`src/rtl/vga_rect_fill.sv`:
```
// vga_rect_fill: turns rectangle-fill commands into a one-pixel-per-cycle
// framebuffer write stream (320x200, 12-bit {B,G,R}, addr = y*H_RES + x).
// Optional build macro VGA_RECT_FILL_CLIP_EN: when defined, rectangles are
// clipped to the visible area; when undefined, w/h are used as given and
// addresses wrap modulo 2^16.
module vga_rect_fill #(
  parameter int H_RES = 320,
  parameter int V_RES = 200
) (
  input  logic        main_clk,
  input  logic        reset,
  input  logic        cmd_valid,
  output logic        cmd_ready,
  input  logic [8:0]  cmd_x,
  input  logic [7:0]  cmd_y,
  input  logic [8:0]  cmd_w,
  input  logic [7:0]  cmd_h,
  input  logic [11:0] cmd_color,
  output logic        do_write,
  output logic [15:0] write_addr,
  output logic [11:0] write_data,
  output logic        busy,
  output logic        done
);

  localparam logic [0:0] IDLE = 1'b0;
  localparam logic [0:0] FILL = 1'b1;

  logic [0:0]  state;
  logic [15:0] row_base;   // address of the first pixel of the current row
  logic [8:0]  row_w;      // effective width, reloaded into col_cnt per row
  logic [8:0]  col_cnt;    // pixels still to issue in this row after the one on the outputs
  logic [7:0]  row_cnt;    // rows still to start after the current one

  logic [8:0]  w_eff;
  logic [7:0]  h_eff;
  logic        empty;
  logic [15:0] base_calc;

  logic [8:0]  nxt_col;
  logic [7:0]  nxt_row;
  logic        last;

  // y*H_RES built from shifted copies of y, one per set bit of the constant
  // (320 -> y<<8 + y<<6), so no multiplier is inferred.
  function automatic logic [15:0] mul_hres(input logic [7:0] y);
    logic [15:0] acc;
    acc = '0;
    for (int i = 0; i < 16; i++)
      if (H_RES[i]) acc = acc + (16'(y) << i);
    return acc;
  endfunction

  assign base_calc = mul_hres(cmd_y) + 16'(cmd_x);

`ifdef VGA_RECT_FILL_CLIP_EN
  logic [8:0] w_room;
  logic [7:0] h_room;

  // Clip width/height to what remains of the screen from (x, y)
  always_comb begin
    w_room = 9'(H_RES) - cmd_x;
    h_room = 8'(V_RES) - cmd_y;
    w_eff  = cmd_w;
    h_eff  = cmd_h;
    if (cmd_x >= 9'(H_RES))  w_eff = '0;
    else if (cmd_w > w_room) w_eff = w_room;
    if (cmd_y >= 8'(V_RES))  h_eff = '0;
    else if (cmd_h > h_room) h_eff = h_room;
  end
`else
  assign w_eff = cmd_w;
  assign h_eff = cmd_h;
`endif

  assign empty     = (w_eff == '0) || (h_eff == '0);
  assign cmd_ready = (state == IDLE) && !reset;
  assign busy      = (state == FILL);

  // Remaining-count bookkeeping for the pixel after the one now on the outputs
  always_comb begin
    last = (col_cnt == '0) && (row_cnt == '0);
    if (col_cnt != '0) begin
      nxt_col = col_cnt - 9'd1;
      nxt_row = row_cnt;
    end else begin
      nxt_col = row_w - 9'd1;
      nxt_row = row_cnt - 8'd1;
    end
  end

  // Command accept, pixel walk and registered write outputs
  always_ff @(posedge main_clk) begin
    if (reset) begin
      state      <= IDLE;
      do_write   <= 1'b0;
      write_addr <= '0;
      write_data <= '0;
      done       <= 1'b0;
      row_base   <= '0;
      row_w      <= '0;
      col_cnt    <= '0;
      row_cnt    <= '0;
    end else begin
      case (state)
        IDLE: begin
          do_write <= 1'b0;
          done     <= 1'b0;
          if (cmd_valid && cmd_ready) begin
            if (empty) begin
              // nothing to draw: acknowledge and stay idle
              done <= 1'b1;
            end else begin
              state      <= FILL;
              do_write   <= 1'b1;
              write_addr <= base_calc;
              write_data <= cmd_color;
              row_base   <= base_calc;
              row_w      <= w_eff;
              col_cnt    <= w_eff - 9'd1;
              row_cnt    <= h_eff - 8'd1;
              done       <= (w_eff == 9'd1) && (h_eff == 8'd1);
            end
          end
        end
        FILL: begin
          if (last) begin
            state    <= IDLE;
            do_write <= 1'b0;
            done     <= 1'b0;
          end else begin
            do_write <= 1'b1;
            col_cnt  <= nxt_col;
            row_cnt  <= nxt_row;
            done     <= (nxt_col == '0) && (nxt_row == '0);
            if (col_cnt != '0) begin
              write_addr <= write_addr + 16'd1;
            end else begin
              row_base   <= row_base + 16'(H_RES);
              write_addr <= row_base + 16'(H_RES);
            end
          end
        end
        default: begin
          state    <= IDLE;
          do_write <= 1'b0;
          done     <= 1'b0;
        end
      endcase
    end
  end

endmodule

```
`config.mk`:
```
export PLATFORM = sky130hd
export DESIGN_NAME = vga_rect_fill
export DESIGN_NICKNAME = d
export VERILOG_FILES = /design/src/rtl/vga_rect_fill.sv
export SDC_FILE = /design/constraint.sdc
export NUM_CORES = 1
export LEC_CHECK = 0
export CORE_MARGIN = 5
export CORE_UTILIZATION = 55
export CTS_BUF_LIST = sky130_fd_sc_hd__clkbuf_16
export DETAILED_ROUTE_END_ITERATION = 10
export PLACE_DENSITY = 0.91
export SLEW_MARGIN = 20
export SYNTH_ARGS = -nofsm -noshare
export SYNTH_HDL_FRONTEND = slang
export SYNTH_SLANG_ARGS = --single-unit
```
`constraint.sdc`:
```
create_clock -name main_clk -period 4.1 [get_ports main_clk]
set_input_delay 1.025 -clock main_clk [delete_from_list [all_inputs] [get_ports main_clk]]
set_output_delay 1.025 -clock main_clk [all_outputs]
set_load 0.02 [all_outputs]
```
==> out/qor.log, run 1 <==
[clock_network] # H-tree levels 3
[worst_setup_path] startpoint of the most critical register-to-register path col_cnt[7]
[clock_network] Num CTS Buffers 9
[global_route] pin count of the biggest net entering global routing 72
[synth] register bit total from synthesis 72
[synth] Avg Cell Area, Syn 7.71 um^2
[placement] Cells after DPL 812
[synth] async set or reset register ratio after synthesis 0%
[synth] share of the synthesized area in the top cell type 28.6%
[synth] count of flip-flops with a built-in enable after synthesis 0
[cells_and_area] non-filler instance count after layout 828
[die] Die Y-Extent 106 um
[die] area of the core 9060 um^2
[hold_path] depth of the worst hold-timing path 2
[cells_and_area] number of antenna diodes 0
[timing] final-report setup violation count 0
[worst_setup_path] required arrival time at the worst endpoint 4290 ps
[die] I/O pin total 81
[worst_setup_path] crit start category input pin
[die] number of rows in the core area 35
[clock_network] Worst-Skew Late Latency 350 ps
[timing] final hold slack 452 ps
[synth] most instantiated flip-flop cell in the synthesis netlist sky130_fd_sc_hd__dfxtp_1
[timing] share of the clock period used by the worst path after layout 88.1%
[die] die area 11200 um^2
[placement] final weighted congestion of routability-driven global placement 0.927
[route] remaining number of nets flagged by the antenna check after routing 0
[global_route] GRT Residual Overflow 0
[route] overall routed net length 14.7 mm
[pwr] Leakage 2.21 nW
[timing] time the worst path needs with I/O delays and setup 3610 ps
[pwr] maximum vdd ir drop 270 uV
[clock_network] worst-case clock buffer depth 2
[clock_network] CTS tree done
[synth] synthesized instance count 653
[job] max-cap check violation count 0
[route] Via density 6.46
[timing] clk_skew 11.9 ps
[route] DR WL/cell 17.7 um
[global_route] total global-route track usage 26.0%
[route] via count 5352
[worst_setup_path] worst-case register-to-register setup slack 730 ps
[route] highest metal layer used by the detailed router met4
[route] DRC violations left 0
[global_route] number of antenna violations at the first check in global routing 0
[timing] setup repair after global routing missed its margin false
[worst_setup_path] launching element of the worst setup path cmd_y[2]
[route] length of routed met2 wiring 7.19 mm
[global_route] global-route wire length before repair 23.8 mm
[route] iteration count of the initial detailed-routing pass 5
[route] wire length the detailed router placed on met1 5.73 mm
[cells_and_area] Area growth, synth to finish 22.2%
[worst_setup_path] cell depth of the worst flop-to-flop path 11
[cells_and_area] multi-input combinational cell area 3330 um^2
[route] 1st-iter DRT viols 437
[worst_setup_path] Arrival @ worst endpoint 3800 ps
[clock_network] clock tree sinks 72
[timing] Total Neg Setup Slack 0 ps
[placement] number of buffer cells added on primary ports 80
[placement] post-detailed-placement half-perimeter wirelength 10.2 mm
[worst_setup_path] highest net fanout along the worst path 2
[clock_network] post-CTS setup-driven buffer insertion count 0
[synth] cell accounting for the most synthesized area sky130_fd_sc_hd__dfxtp_1
[die] starting utilization of the core area 55.5%
[cells_and_area] fraction of final layout cells with drive strength greater than 1 8.09%
[worst_setup_path] Worst Path Class, Setup in2reg
[die] Die Wd 106 um
[timing] Slew Limit Fails 0
[hold_path] worst hold path class reg2reg
[hold_path] hold path startpoint row_base[0]
[timing] worst-margin pin slew 870 ps
[cells_and_area] number of filler instances in the final layout 705
[clock_network] clock-pin slew on the worst setup and hold paths 60 ps
[synth] summed instance area of the synthesized netlist 5030 um^2
[cells_and_area] register area 1440 um^2
[synth] synth warn 0
[timing] Slew Limit Headroom 41.9%
[timing] number of hold violations in the final report 0
[timing] achievable frequency 277 MHz
[status] run status complete, no violations
[clock_network] library cell used as clock root buffer sky130_fd_sc_hd__clkbuf_16
[clock_network] post-CTS resize count 0
[worst_setup_path] worst flop-to-flop path endpoint done
[clock_network] post-cts hold buffer count 0
[worst_setup_path] Critical Path End Type register
[global_route] number of global-route vias before repair 4933
[synth] number of nets in the synthesized netlist 729
[synth] part of the Yosys area used for sequential elements 28.6%
[cells_and_area] post-layout net count 788
[pwr] pwr/cell area 422 nW/um^2
[synth] count of different cell masters after synthesis 67
[synth] ranking of synthesized cells by area sky130_fd_sc_hd__dfxtp_1 29%, sky130_fd_sc_hd__nand2_1 8.1%, sky130_fd_sc_hd__a21oi_1 6.4%
[hold_path] Hold EP row_base[0]
[route] metal3 WL 1.09 mm
==> worst max-delay path by stage <==
stage	endpoint	slack, ps
detailed placement	row_base[15]	110
finish	row_base[15]	490
global placement	row_base[15]	230
CTS	row_base[15]	470
global route	row_base[15]	310
floorplan	row_base[15]	870
==> power breakdown <==
part | internal, W | total, W | leakage [nW] | switching, W
sequential | 0.000769 | 0.000868 | 0.591 | 0.0000995
clock | 0.000479 | 0.000819 | 0.148 | 0.000341
combinational | 0.000368 | 0.000909 | 1.47 | 0.000541
==> sequential cells by signal, summed over array words and instances (netlist names) <==
name and flops:
write_addr 16, write_data 12, busy 1, done 1, row_base 16, row_cnt 8, col_cnt 9, row_w 9
==> metrics by stage <==
stage | setup slack [ps] | util [%] | instance area (um^2) | power, W
2_1_floorplan | 866 | - | 5030 | 0.00148
3_3_place_gp | 233 | 64.4 | 5830 | 0.00173
3_5_place_dp | 107 | 64.4 | 5830 | 0.00176
4_1_cts | 466 | 67.7 | 6140 | 0.00258
5_1_grt | 313 | 67.9 | 6150 | 0.00271
6_report | 488 | 67.9 | 6150 | 0.00260
==> layout make-up <==
class	count	area share [%]
well taps	111	2.26
multi-input cells	523	54.1
clock buffers	9	3.66
flip-flops and latches	72	23.5
inverters	14	0.854
repair buffers	92	14.4
clock inverters	7	1.30
==> synthesized netlist by cell type (3+ instances only) <==
master / number
sky130_fd_sc_hd__nand2_1: 108
sky130_fd_sc_hd__dfxtp_1: 72
sky130_fd_sc_hd__a21oi_1: 64
sky130_fd_sc_hd__nor2_1: 49
sky130_fd_sc_hd__clkbuf_1: 25
sky130_fd_sc_hd__ha_1: 25
sky130_fd_sc_hd__o21ai_0: 24
sky130_fd_sc_hd__xor2_1: 19
sky130_fd_sc_hd__nand3_1: 18
sky130_fd_sc_hd__nor3_1: 18
sky130_fd_sc_hd__xnor2_1: 17
sky130_fd_sc_hd__inv_1: 14
sky130_fd_sc_hd__o211ai_1: 13
sky130_fd_sc_hd__nand4_1: 12
sky130_fd_sc_hd__buf_2: 10
sky130_fd_sc_hd__or3_1: 10
sky130_fd_sc_hd__and3_1: 9
sky130_fd_sc_hd__nor4_1: 9
sky130_fd_sc_hd__o31ai_1: 9
sky130_fd_sc_hd__a211oi_1: 8
sky130_fd_sc_hd__a311oi_1: 7
sky130_fd_sc_hd__a31oi_1: 6
sky130_fd_sc_hd__nor3_2: 6
sky130_fd_sc_hd__o21ai_1: 6
sky130_fd_sc_hd__a211oi_2: 5
sky130_fd_sc_hd__buf_6: 5
sky130_fd_sc_hd__mux2i_1: 5
sky130_fd_sc_hd__o21bai_1: 5
sky130_fd_sc_hd__or4_1: 5
sky130_fd_sc_hd__nand3b_1: 4
sky130_fd_sc_hd__o311ai_0: 4
sky130_fd_sc_hd__a22o_1: 3
sky130_fd_sc_hd__a41oi_1: 3
sky130_fd_sc_hd__and2_1: 3
sky130_fd_sc_hd__buf_4: 3
sky130_fd_sc_hd__nand4b_1: 3
sky130_fd_sc_hd__o22ai_1: 3
sky130_fd_sc_hd__or3b_2: 3
==> critical path: stages <==
cell                              delay (ps)
sky130_fd_sc_hd__clkdlybuf4s50_1         520
sky130_fd_sc_hd__fa_1                    480
sky130_fd_sc_hd__fa_1                    490
sky130_fd_sc_hd__a21o_1                  220
sky130_fd_sc_hd__a211oi_1                310
sky130_fd_sc_hd__o21ai_0                 160
sky130_fd_sc_hd__and3_1                  190
sky130_fd_sc_hd__o21ai_0                 270
sky130_fd_sc_hd__a311oi_1                140
==> cell families (layout without fill, tap and decap cells) <==
kind of cell	after synthesis	after routing	share of synthesized area [%]
buf+inv	58	122	5.54
fa+ha+maj	27	27	7.01
flops	72	72	28.6
compound gates	183	183	24.2
simple gates	271	271	27.1
mux	6	6	1.22
xor+xnor	36	36	6.26
==> metal layers <==
metal	up-vias	global-route usage, %
li1	2504	-
met2	285	42.4
met5	-	0
met4	0	15.4
met1	2509	32.1
met3	54	4.23
==> cells in the final DEF, fill, tap and decap left out, types with 13 or more instances in the layout <==
cell / n
sky130_fd_sc_hd__nand3_1: 18
sky130_fd_sc_hd__clkdlybuf4s50_1: 79
sky130_fd_sc_hd__ha_1: 25
sky130_fd_sc_hd__nor2_1: 49
sky130_fd_sc_hd__inv_1: 14
sky130_fd_sc_hd__o21ai_0: 24
sky130_fd_sc_hd__o211ai_1: 13
sky130_fd_sc_hd__dfxtp_1: 71
sky130_fd_sc_hd__nand2_1: 108
sky130_fd_sc_hd__a21oi_1: 64
sky130_fd_sc_hd__xnor2_1: 17
sky130_fd_sc_hd__nor3_1: 18
sky130_fd_sc_hd__xor2_1: 19
(Power assumes the default switching activity.)
==> run 2, diff against run 1 <==
- ABC_CLOCK_PERIOD_IN_PS: not set -> 4100
==> results of run 2 <==
Final layout, timing and power as in run 1 (identical DEF).
==> run 3, diff against run 2 <==
- ABC_CLOCK_PERIOD_IN_PS: 4100 -> not set
- CORE_MARGIN: 5 -> not set
==> run 3 against run 2 <==
Compared with the run above:
- the run now ends with design-rule violations left
- combinational power about the same
- power grew 2.5%
- critical path depth did not move
- routed wire length up 1.7%
- sequential cell count unchanged
- sequential power increased by 0.5%
- clock power is 7.1% higher
- die area down 15%
- first-iteration DRC count fell by 12%
- critical endpoint unchanged
- largest cell class unchanged
- largest power group unchanged
==> out/qor.log, run 3 (synthesis results as in run 1) <==
[status] run status finished with violations
[status] violations in the final reports design-rule violations
[clock_network] clock-pin slew on the worst setup and hold paths 60 ps
[clock_network] post-CTS setup-driven buffer insertion count 0
[cells_and_area] number of antenna diodes 0
[cells_and_area] most frequent standard cell in the layout excluding fill and tap cells sky130_fd_sc_hd__nand2_1
[clock_network] Num CTS Buffers 9
[route] wire length the detailed router placed on met1 6.03 mm
[timing] Slew Limit Headroom 37.8%
[timing] Total Neg Setup Slack 0 ps
[clock_network] worst-case clock buffer depth 2
[worst_setup_path] cell depth of the worst flop-to-flop path 9
[timing] setup repair after global routing missed its margin false
[worst_setup_path] crit start category input pin
[clock_network] # H-tree levels 3
[worst_setup_path] Arrival @ worst endpoint 3820 ps
[timing] achievable frequency 275 MHz
[clock_network] post-CTS resize count 0
[cells_and_area] most used cells in the layout excluding fill and tap cells 108 x sky130_fd_sc_hd__nand2_1, 79 x sky130_fd_sc_hd__clkdlybuf4s50_1, 71 x sky130_fd_sc_hd__dfxtp_1, 64 x sky130_fd_sc_hd__a21oi_1, 49 x sky130_fd_sc_hd__nor2_1
[clock_network] Worst-Skew Late Latency 340 ps
[pwr] pwr/cell area 432 nW/um^2
[pwr] maximum vdd ir drop 292 uV
[worst_setup_path] startpoint of the most critical register-to-register path col_cnt[7]
[worst_setup_path] Setup crit end row_base[15]
[die] die area 9540 um^2
[cells_and_area] final cell utilization of the core 70.0%
[route] via count 5346
[die] Die Y-Extent 97.7 um
[route] overall routed net length 14.9 mm
[timing] share of the clock period used by the worst path after layout 88.7%
[cells_and_area] largest registers ranked by flip-flop count row_base (16), write_addr (16), write_data (12)
[hold_path] worst hold path class reg2reg
[die] starting utilization of the core area 57.2%
[worst_setup_path] Critical Path End Type register
[placement] final weighted congestion of routability-driven global placement 0.894
[die] Die Wd 97.7 um
[worst_setup_path] Worst Path Class, Setup in2reg
[timing] final-report setup violation count 0
[timing] worst setup margin 463 ps
[worst_setup_path] highest net fanout along the worst path 2
[placement] dpl ws 91.4 ps
[cells_and_area] post-route cell area 6160 um^2
[global_route] global-route wire length before repair 24.8 mm
[cells_and_area] post-layout net count 787
[placement] post-detailed-placement half-perimeter wirelength 10.1 mm
[pwr] Leakage 2.22 nW
[worst_setup_path] required arrival time at the worst endpoint 4280 ps
[clock_network] clock tree sinks 72
[die] area of the core 8810 um^2
[worst_setup_path] launching element of the worst setup path cmd_y[0]
[placement] total placed instance area 5820 um^2
[die] number of rows in the core area 34
[route] highest metal layer used by the detailed router met4
[clock_network] post-cts hold buffer count 0
[timing] number of hold violations in the final report 0
[worst_setup_path] worst flop-to-flop path endpoint done
[timing] clk_skew 8.76 ps
[cells_and_area] number of filler instances in the final layout 679
[die] I/O pin total 81
[cells_and_area] fraction of final layout cells with drive strength greater than 1 7.96%
[route] DRC violations left 6
[placement] number of buffer cells added on primary ports 80
[clock_network] CTS tree done
[route] 1st-iter DRT viols 385
[timing] Slew Limit Fails 0
[route] length of routed met2 wiring 7.36 mm
[cells_and_area] Area growth, synth to finish 22.4%
[timing] time the worst path needs with I/O delays and setup 3640 ps
[route] Via density 6.49
[route] metal3 WL 1.04 mm
[global_route] total global-route track usage 32.2%
[global_route] number of antenna violations at the first check in global routing 0
[timing] worst-margin pin slew 932 ps
[global_route] pin count of the biggest net entering global routing 72
[global_route] GRT Residual Overflow 0
[global_route] number of global-route vias before repair 5155
[job] max-cap check violation count 0
[clock_network] library cell used as clock root buffer sky130_fd_sc_hd__clkbuf_16
[worst_setup_path] worst-case register-to-register setup slack 610 ps
[route] iteration count of the initial detailed-routing pass 8
[route] DR WL/cell 18.1 um
[route] remaining number of nets flagged by the antenna check after routing 0
-- run 3: cell types whose count changed in the layout (fill, tap and decap cells not counted) --
cell                         delta
sky130_fd_sc_hd__clkinvlp_4     -1
sky130_fd_sc_hd__bufinv_16      +1
sky130_fd_sc_hd__buf_4          -1
-- run 3: per-stage QoR --
stage / power, W / cells / hold slack [ps]
after CTS: 0.00263 / 824 / 456
after global placement: 0.00173 / 808 / 441
final: 0.00266 / 824 / 457
after detailed placement: 0.00176 / 808 / 447
after floorplan: 0.00148 / 653 / 432
after global routing: 0.00278 / 824 / 482
-- run 3: area by class of cell --
cell class / count / area [um^2] / share of cell area (%)
clock buffers: 9 / 225 / 3.65
clock inverters: 7 / 103 / 1.66
inverters: 14 / 52.6 / 0.853
multi-input cells: 523 / 3330 / 54.0
flip-flops and latches: 72 / 1440 / 23.4
well taps: 108 / 135 / 2.19
repair buffers: 91 / 878 / 14.3
-- run 3: metal layers --
layer  global-route usage (%)  vias up
li1                         -     2512
met1                     39.3     2512
met2                     55.3      276
met3                     4.96       46
met4                     15.0        0
met5                        0        -
-- run 3: power by group --
part           internal, W  switching [W]
logic             0.000364       0.000548
clock network     0.000540       0.000337
registers         0.000769       0.000103
-- run 3: worst min path at each step --
stage                     cells past startpoint              to           start  slack, ps
final                                         2  write_data[11]  write_data[11]        460
after global placement                        2   write_data[1]   write_data[1]        440
after detailed placement                      2   write_data[4]   write_data[4]        450
after CTS                                     2   write_data[4]   write_data[4]        460
after global routing                          2     row_base[4]     row_base[4]        480
after floorplan                               2     row_base[0]     row_base[0]        430
-- run 3: worst max-delay path, cell delays in order --
cell and delay (ps):
sky130_fd_sc_hd__clkdlybuf4s50_1 500, sky130_fd_sc_hd__fa_1 480, sky130_fd_sc_hd__fa_1 480, sky130_fd_sc_hd__a21o_1 220, sky130_fd_sc_hd__a211oi_1 340, sky130_fd_sc_hd__o21ai_0 180, sky130_fd_sc_hd__and3_1 190, sky130_fd_sc_hd__o21ai_0 280
sky130_fd_sc_hd__a311oi_1 140
